--- src/rtl/adc_seq_pkg.sv ---
// Shared types and default constants for the ADC channel sequencer.
// The optional handshake timeout is enabled by defining ADC_SEQ_TIMEOUT_EN.
package adc_seq_pkg;

    localparam int NUM_CH_DEF      = 4;
    localparam int DATA_W_DEF      = 12;
    localparam int PERIOD_W_DEF    = 16;
    localparam int TIMEOUT_CYC_DEF = 4096;

    typedef enum logic [2:0] {
        IDLE      = 3'd0,
        START     = 3'd1,
        WAIT_ACK  = 3'd2,
        WAIT_DONE = 3'd3,
        STORE     = 3'd4
    } seq_state_t;

    // Index of the lowest set bit; 0 when no bit is set.
    function automatic int lowest_set(input logic [31:0] m);
        int idx;
        idx = 0;
        for (int i = 31; i >= 0; i--) begin
            idx = m[i] ? i : idx;
        end
        return idx;
    endfunction

endpackage

--- src/rtl/adc_seq_chan_sel.sv ---
// Combinational finder for the next enabled channel above the current one.
// `last` is high when no enabled channel lies above cur_chan.
module adc_seq_chan_sel
    import adc_seq_pkg::*;
#(
    parameter int NUM_CH = NUM_CH_DEF,
    parameter int CH_W   = (NUM_CH > 1) ? $clog2(NUM_CH) : 1
) (
    input  logic [NUM_CH-1:0] mask,
    input  logic [CH_W-1:0]   cur_chan,
    output logic [CH_W-1:0]   next_chan,
    output logic              last
);

    // Scan downward so the lowest qualifying channel wins.
    always_comb begin
        next_chan = cur_chan;
        last      = 1'b1;
        for (int i = NUM_CH - 1; i >= 0; i--) begin
            next_chan = (mask[i] && (i > int'(cur_chan))) ? CH_W'(i) : next_chan;
            last      = (mask[i] && (i > int'(cur_chan))) ? 1'b0 : last;
        end
    end

endmodule

--- src/rtl/adc_channel_sequencer.sv ---
// Sweeps enabled ADC channels through the SPI engine, compensating its one-conversion
// result latency. Define ADC_SEQ_TIMEOUT_EN to add the handshake timeout and timeout_err.
module adc_channel_sequencer
    import adc_seq_pkg::*;
#(
    parameter int NUM_CH      = NUM_CH_DEF,
    parameter int DATA_W      = DATA_W_DEF,
    parameter int PERIOD_W    = PERIOD_W_DEF,
    parameter int TIMEOUT_CYC = TIMEOUT_CYC_DEF,
    localparam int CH_W       = (NUM_CH > 1) ? $clog2(NUM_CH) : 1
) (
    input  logic                     clk,
    input  logic                     reset,
    input  logic                     enable,
    input  logic [NUM_CH-1:0]        chan_mask,
    input  logic [PERIOD_W-1:0]      period,
    output logic                     spi_start,
    output logic [CH_W-1:0]          spi_chan,
    input  logic                     spi_ready,
    input  logic [DATA_W-1:0]        spi_data,
    output logic [NUM_CH*DATA_W-1:0] ch_data,
    output logic [NUM_CH-1:0]        ch_valid,
    output logic                     sweep_done,
    output logic                     busy
`ifdef ADC_SEQ_TIMEOUT_EN
    ,
    output logic                     timeout_err
`endif
);

    seq_state_t                state_r;
    logic [PERIOD_W-1:0]       per_cnt_r;
    logic [NUM_CH-1:0]         mask_r;
    logic [CH_W-1:0]           chan_r;
    logic [CH_W-1:0]           prev_chan_r;
    logic                      first_conv_r;
    logic                      flush_r;
    logic                      spi_start_r;
    logic                      sweep_done_r;
    logic                      busy_r;
    logic [NUM_CH*DATA_W-1:0]  ch_data_r;
    logic [NUM_CH-1:0]         ch_valid_r;

    logic                      wrap_s;
    logic                      accept_s;
    logic [CH_W-1:0]           first_live_s;
    logic [CH_W-1:0]           first_lat_s;
    logic [CH_W-1:0]           next_chan_s;
    logic                      last_s;
    logic                      to_hit_s;

    assign wrap_s       = (period == '0) || (per_cnt_r == (period - PERIOD_W'(1)));
    assign accept_s     = enable && wrap_s && (state_r == IDLE) && (chan_mask != '0);
    assign first_live_s = CH_W'(lowest_set(32'(chan_mask)));
    assign first_lat_s  = CH_W'(lowest_set(32'(mask_r)));

    adc_seq_chan_sel #(
        .NUM_CH (NUM_CH),
        .CH_W   (CH_W)
    ) u_chan_sel (
        .mask      (mask_r),
        .cur_chan  (chan_r),
        .next_chan (next_chan_s),
        .last      (last_s)
    );

`ifdef ADC_SEQ_TIMEOUT_EN
    localparam int TO_W = $clog2(TIMEOUT_CYC + 1);

    logic [TO_W-1:0] to_cnt_r;
    logic            timeout_err_r;

    // Flags the last permitted waiting cycle of a handshake.
    assign to_hit_s = ((state_r == WAIT_ACK) || (state_r == WAIT_DONE)) &&
                      (to_cnt_r == TO_W'(TIMEOUT_CYC - 1));

    // Handshake wait counter and sticky timeout flag.
    always_ff @(posedge clk) begin
        if (reset) begin
            to_cnt_r      <= '0;
            timeout_err_r <= 1'b0;
        end else begin
            if ((state_r == WAIT_ACK) || (state_r == WAIT_DONE)) begin
                to_cnt_r <= to_cnt_r + TO_W'(1);
            end else begin
                to_cnt_r <= '0;
            end
            if (to_hit_s) begin
                timeout_err_r <= 1'b1;
            end
        end
    end

    assign timeout_err = timeout_err_r;
`else
    assign to_hit_s = 1'b0;
`endif

    // Sweep period counter; held at zero while disabled and reloaded at each sweep start.
    always_ff @(posedge clk) begin
        if (reset) begin
            per_cnt_r <= '0;
        end else if (!enable || accept_s || wrap_s) begin
            per_cnt_r <= '0;
        end else begin
            per_cnt_r <= per_cnt_r + PERIOD_W'(1);
        end
    end

    // Conversion sequencing FSM with registered handshake and result outputs.
    always_ff @(posedge clk) begin
        if (reset) begin
            state_r      <= IDLE;
            mask_r       <= '0;
            chan_r       <= '0;
            prev_chan_r  <= '0;
            first_conv_r <= 1'b0;
            flush_r      <= 1'b0;
            spi_start_r  <= 1'b0;
            sweep_done_r <= 1'b0;
            busy_r       <= 1'b0;
            ch_data_r    <= '0;
            ch_valid_r   <= '0;
        end else begin
            spi_start_r  <= 1'b0;
            sweep_done_r <= 1'b0;
            ch_valid_r   <= '0;
            case (state_r)
                IDLE: begin
                    if (accept_s) begin
                        mask_r       <= chan_mask;
                        chan_r       <= first_live_s;
                        first_conv_r <= 1'b1;
                        flush_r      <= 1'b0;
                        spi_start_r  <= 1'b1;
                        busy_r       <= 1'b1;
                        state_r      <= START;
                    end else begin
                        busy_r       <= 1'b0;
                    end
                end
                START: begin
                    state_r <= WAIT_ACK;
                end
                WAIT_ACK: begin
                    if (to_hit_s) begin
                        sweep_done_r <= 1'b1;
                        busy_r       <= 1'b0;
                        state_r      <= IDLE;
                    end else if (!spi_ready) begin
                        state_r <= WAIT_DONE;
                    end
                end
                WAIT_DONE: begin
                    if (to_hit_s) begin
                        sweep_done_r <= 1'b1;
                        busy_r       <= 1'b0;
                        state_r      <= IDLE;
                    end else if (spi_ready) begin
                        // This result belongs to the previously selected channel.
                        if (!first_conv_r) begin
                            ch_data_r[prev_chan_r*DATA_W +: DATA_W] <= spi_data;
                            ch_valid_r[prev_chan_r]                 <= 1'b1;
                        end
                        sweep_done_r <= flush_r;
                        state_r      <= STORE;
                    end
                end
                STORE: begin
                    if (flush_r) begin
                        busy_r  <= 1'b0;
                        state_r <= IDLE;
                    end else begin
                        chan_r       <= last_s ? first_lat_s : next_chan_s;
                        flush_r      <= last_s;
                        prev_chan_r  <= chan_r;
                        first_conv_r <= 1'b0;
                        spi_start_r  <= 1'b1;
                        state_r      <= START;
                    end
                end
                default: begin
                    busy_r  <= 1'b0;
                    state_r <= IDLE;
                end
            endcase
        end
    end

    assign spi_start  = spi_start_r;
    assign spi_chan   = chan_r;
    assign ch_data    = ch_data_r;
    assign ch_valid   = ch_valid_r;
    assign sweep_done = sweep_done_r;
    assign busy       = busy_r;

endmodule

--- config.mk ---
export PLATFORM = sky130hd
export DESIGN_NAME = adc_channel_sequencer
export DESIGN_NICKNAME = d
export VERILOG_FILES = /design/src/rtl/adc_seq_pkg.sv /design/src/rtl/adc_seq_chan_sel.sv /design/src/rtl/adc_channel_sequencer.sv
export SDC_FILE = /design/constraint.sdc
export NUM_CORES = 1
export LEC_CHECK = 0
export ABC_CLOCK_PERIOD_IN_PS = 3100
export BUFFER_PORTS_ARGS = -buffer_cell sky130_fd_sc_hd__clkbuf_2
export CORE_UTILIZATION = 40
export CTS_CLUSTER_SIZE = 16
export DETAILED_ROUTE_END_ITERATION = 12
export PLACE_DENSITY_LB_ADDON = 0.05
export SYNTH_ARGS = -nofsm -noshare
export SYNTH_HDL_FRONTEND = slang
export SYNTH_SLANG_ARGS = --single-unit
--- constraint.sdc ---
create_clock -name clk -period 3.1 [get_ports clk]
set_input_delay 0.62 -clock clk [delete_from_list [all_inputs] [get_ports clk]]
set_output_delay 0.62 -clock clk [all_outputs]
set_load 0.05 [all_outputs]
==> flow_results.org <==
** Yosys
- The share of synthesized area in the top cell type comes to 0.394.
- After synthesis, the share of flip-flops with an asynchronous set or reset is 0.
- Synth area leader :: dfxtp_1
- Cells after synthesis :: around 530
- Synthesis inferred 84 register bits.
- Cells taking the most area after synthesis :: dfxtp_1, nor2_1, a22oi_1, a21oi_1, nand2_1
- Counting instances in the post-synthesis netlist gives the leading cell types as dfxtp_1, nor2_1, nand2_1.
- Synth Cell Area :: approximately 0.0043 mm²
- In this run, synthesis inferred 0 flip-flops with an integrated enable.
- Most frequent cell after synthesis :: dfxtp_1
- Most used DFF post-synth :: dfxtp_1
- A synthesized cell averages around 8 µm².
- Synthesized netlist net count :: roughly 570
- Part of the Yosys area used for sequential elements :: 0.394
- During synthesis, Yosys emitted a total of 0 warnings.
- Count of cell types in the netlist :: between 50 and 60

** Timing
- Unrepaired setup endpoints after global routing :: no
- Worst Tran Pin Value :: roughly 0.78 ns
- Hold_ws :: between 0.4 and 0.5 ns
- Clock Skews :: ~0.011 ns
- Crit share post-route :: 0.916
- Final-report hold violation count :: 0
- Worst slew margin :: 0.478
- Summed over all failing endpoints, the final setup total negative slack is 0 ns.
- Final setup fails :: 0
- The number of max-slew violations in the final report came to 0.
- The worst path in the final design needs a cycle of between 2 and 3 ns, including I/O delays and setup.
- For this run, the top clock speed supported by timing is 352 MHz.

** Place
- Final HPWL from detailed placement :: 8340 µm
- Port buffering added 92 buffers.
- Cell total after placement :: ~740
- In this run the cell area measured after placement is ~0.0049 mm².
- Final weighted congestion of routability-driven global placement :: 0.823

** Routing
- In this run the remaining antenna-violating nets after routing total 0.
- Across all layers, the routed design uses just over 4000 vias.
- Before antenna repair, the detailed router went through 6 iterations.
- In the routed design, unresolved DRC markers number 0.
- Average wire per standard cell :: roughly 15 µm
- Dividing the detail-routed via count by the number of cells gives approximately 5.5.
- In this run, the number of DRC markers left after iteration 0 of detailed routing was between 200 and 300.
- Routed wire length :: 11500 µm

** Clock tree
- TritonCTS built the clock tree.
- Clock tree synthesis found a total of 84 sinks.
- After clock tree synthesis, the clock-pin slew on the worst setup and hold paths is about 0.080 ns.
- The later pin in the worst-skew pair is clocked with a latency of between 0.3 and 0.4 ns.
- Once the clock tree was built, the resizer swapped 0 gates to a different size.
- Cell at the root of the clock tree :: clkbuf_8
- The longest clock path from root to sink contains 2 buffers.
- Total setup buffers inserted after CTS :: 0
- Buffers inserted to repair hold after CTS numbered 0.
- H-tree depth :: 3
- Clock tree synthesis inserted a total of 9 buffers.

** GRT
- The total overflow left after global routing is 0.
- Entering global routing, the biggest net connects 60 pins.
- Number of global-route vias before repair :: approximately 3700
- Across every metal layer, demand over resource in global routing totals 0.211.
- Number of antenna violations at the first check in global routing :: 0
- The first global-routing pass estimated around 19000 µm of wire.

** Min path
- Class of the tightest hold or removal check :: reg2reg

** Worst setup path
- Data on the critical path arrives at its endpoint at around 3.1 ns.
- Critical-path maximum fanout :: 4
- Data on the critical path is required at its endpoint by approximately 3.3 ns.
- Capturing element type of the critical path :: register
- Element type at the critical path start :: input pin
- The worst setup path is of the in2reg kind.

** Die
- In this run the core area contains 37 standard-cell rows.
- Initial Util :: 0.413
- Count of pins on the block boundary :: slightly above 90
- Die Y :: around 110 µm
- Area of the placeable core :: around 0.010 mm²
- Measured along the x axis, the die boundary spans roughly 110 µm.
- The floorplan step defined a die boundary enclosing between 0.01 and 0.015 mm².

** Pwr
- Pwr/cell area :: between 300 and 400 mW/mm²
- In this run the static leakage power is approximately 2.0 nW.
- IR drop worst, VDD :: between 0.2 and 0.25 mV

** Finish
- Once layout is complete, the utilization of the core stands at 0.493.
- Area added between synthesis and finish :: 19.4%
- Number of antenna diodes :: 0
- Final instance area :: 0.00509 mm²
- The finished layout holds between 700 and 800 standard cells, fillers aside.
- The final layout contains 660 nets.
- After filler insertion, the fill cell instance count of the layout stands at approximately 1000.
- In the final layout, the share of cells above drive strength 1 is 0.220.

** Flow run
- Max-cap violations in this run came to 0.

** Outcome
- The flow ran to the end, and the final reports show no timing, DRC or antenna violations.
## sequential cells by signal, summed over array words and instances (netlist names), 2 cells and up
signal / flops
spi_chan: 2
state_r: 3
mask_r: 4
prev_chan_r: 2
per_cnt_r: 16
ch_data: 48
ch_valid: 4
## area by class of cell
type                       instances  area, µm²  area share
timing repair buffer             110        596       0.117
tap                              136        170      0.0334
multi-input combinational        398       2420       0.475
sequential                        84       1680       0.330
clock buffer                      11        131      0.0258
inverter                          11       41.3     0.00811
clock inverter                     4       51.3      0.0101
## report_power, final
group,internal [W],switching [W],total (W)
clock,0.000369,0.000386,0.000756
combinational,0.0000510,0.0000856,0.000137
sequential,0.00108,0.00000170,0.00108
## critical path, cell delays in order
cell and delay (ns):
clkbuf_2 0.09, or4_4 0.56, or3_1 0.37, a211oi_2 0.27
o211ai_1 0.11, o41ai_1 0.49, buf_4 0.20, a21oi_1 0.16
mux2i_1 0.19
## per-layer routing
| layer | vias to the layer above | share of wire | global-route usage |
|---|---|---|---|
| li1 | 2071 | - | - |
| met1 | 1963 | 0.50 | 0.306 |
| met2 | 104 | 0.44 | 0.324 |
| met3 | 9 | 0.056 | 0.0390 |
| met4 | 0 | 0.0084 | 0.0493 |
| met5 | - | 0 | 0 |
## cell usage in the layout, fill, tap and decap left out, drive strengths merged, types with 12 or more instances in the layout
master,instances
clkbuf,103
dfxtp,84
nor2,76
nand2,49
a21oi,38
a22oi,26
nand3,24
o21ai,18
buf,18
xor2,17
xnor2,16
nand4,15
nor4,13
nor3,12
## per-stage QoR
step                      setup WS [ns]  total power [W]
after detailed placement        -0.0729          0.00124
after CTS                         0.280          0.00199
final                             0.261          0.00197
after floorplan                   0.264          0.00118
after global routing             0.0575          0.00205
after global placement           -0.104          0.00124
## cells by family (layout without fill, tap and decap cells)
family | count (synthesis) | in the layout | synth area share
buffers and inverters | 43 | 136 | 0.0384
AO/OA/AOI/OAI | 126 | 126 | 0.199
XOR/XNOR | 33 | 33 | 0.0677
flip-flops | 84 | 84 | 0.394
multiplexers | 6 | 6 | 0.0141
adder cells (fa/ha/maj) | 10 | 10 | 0.0293
AND/OR/NAND/NOR | 223 | 223 | 0.258
## final timing paths
check	from	endpoint	slack [ns]	cells past startpoint
worst max-delay path	period[10]	spi_chan[1]	0.26	9
worst min-delay path	ch_data[27]	ch_data[27]	0.46	2
worst max register to register	prev_chan_r[0]	ch_data[0]	0.59	6
worst min register to register	ch_data[27]	ch_data[27]	0.46	2
Power figures use the tool's default switching activity.
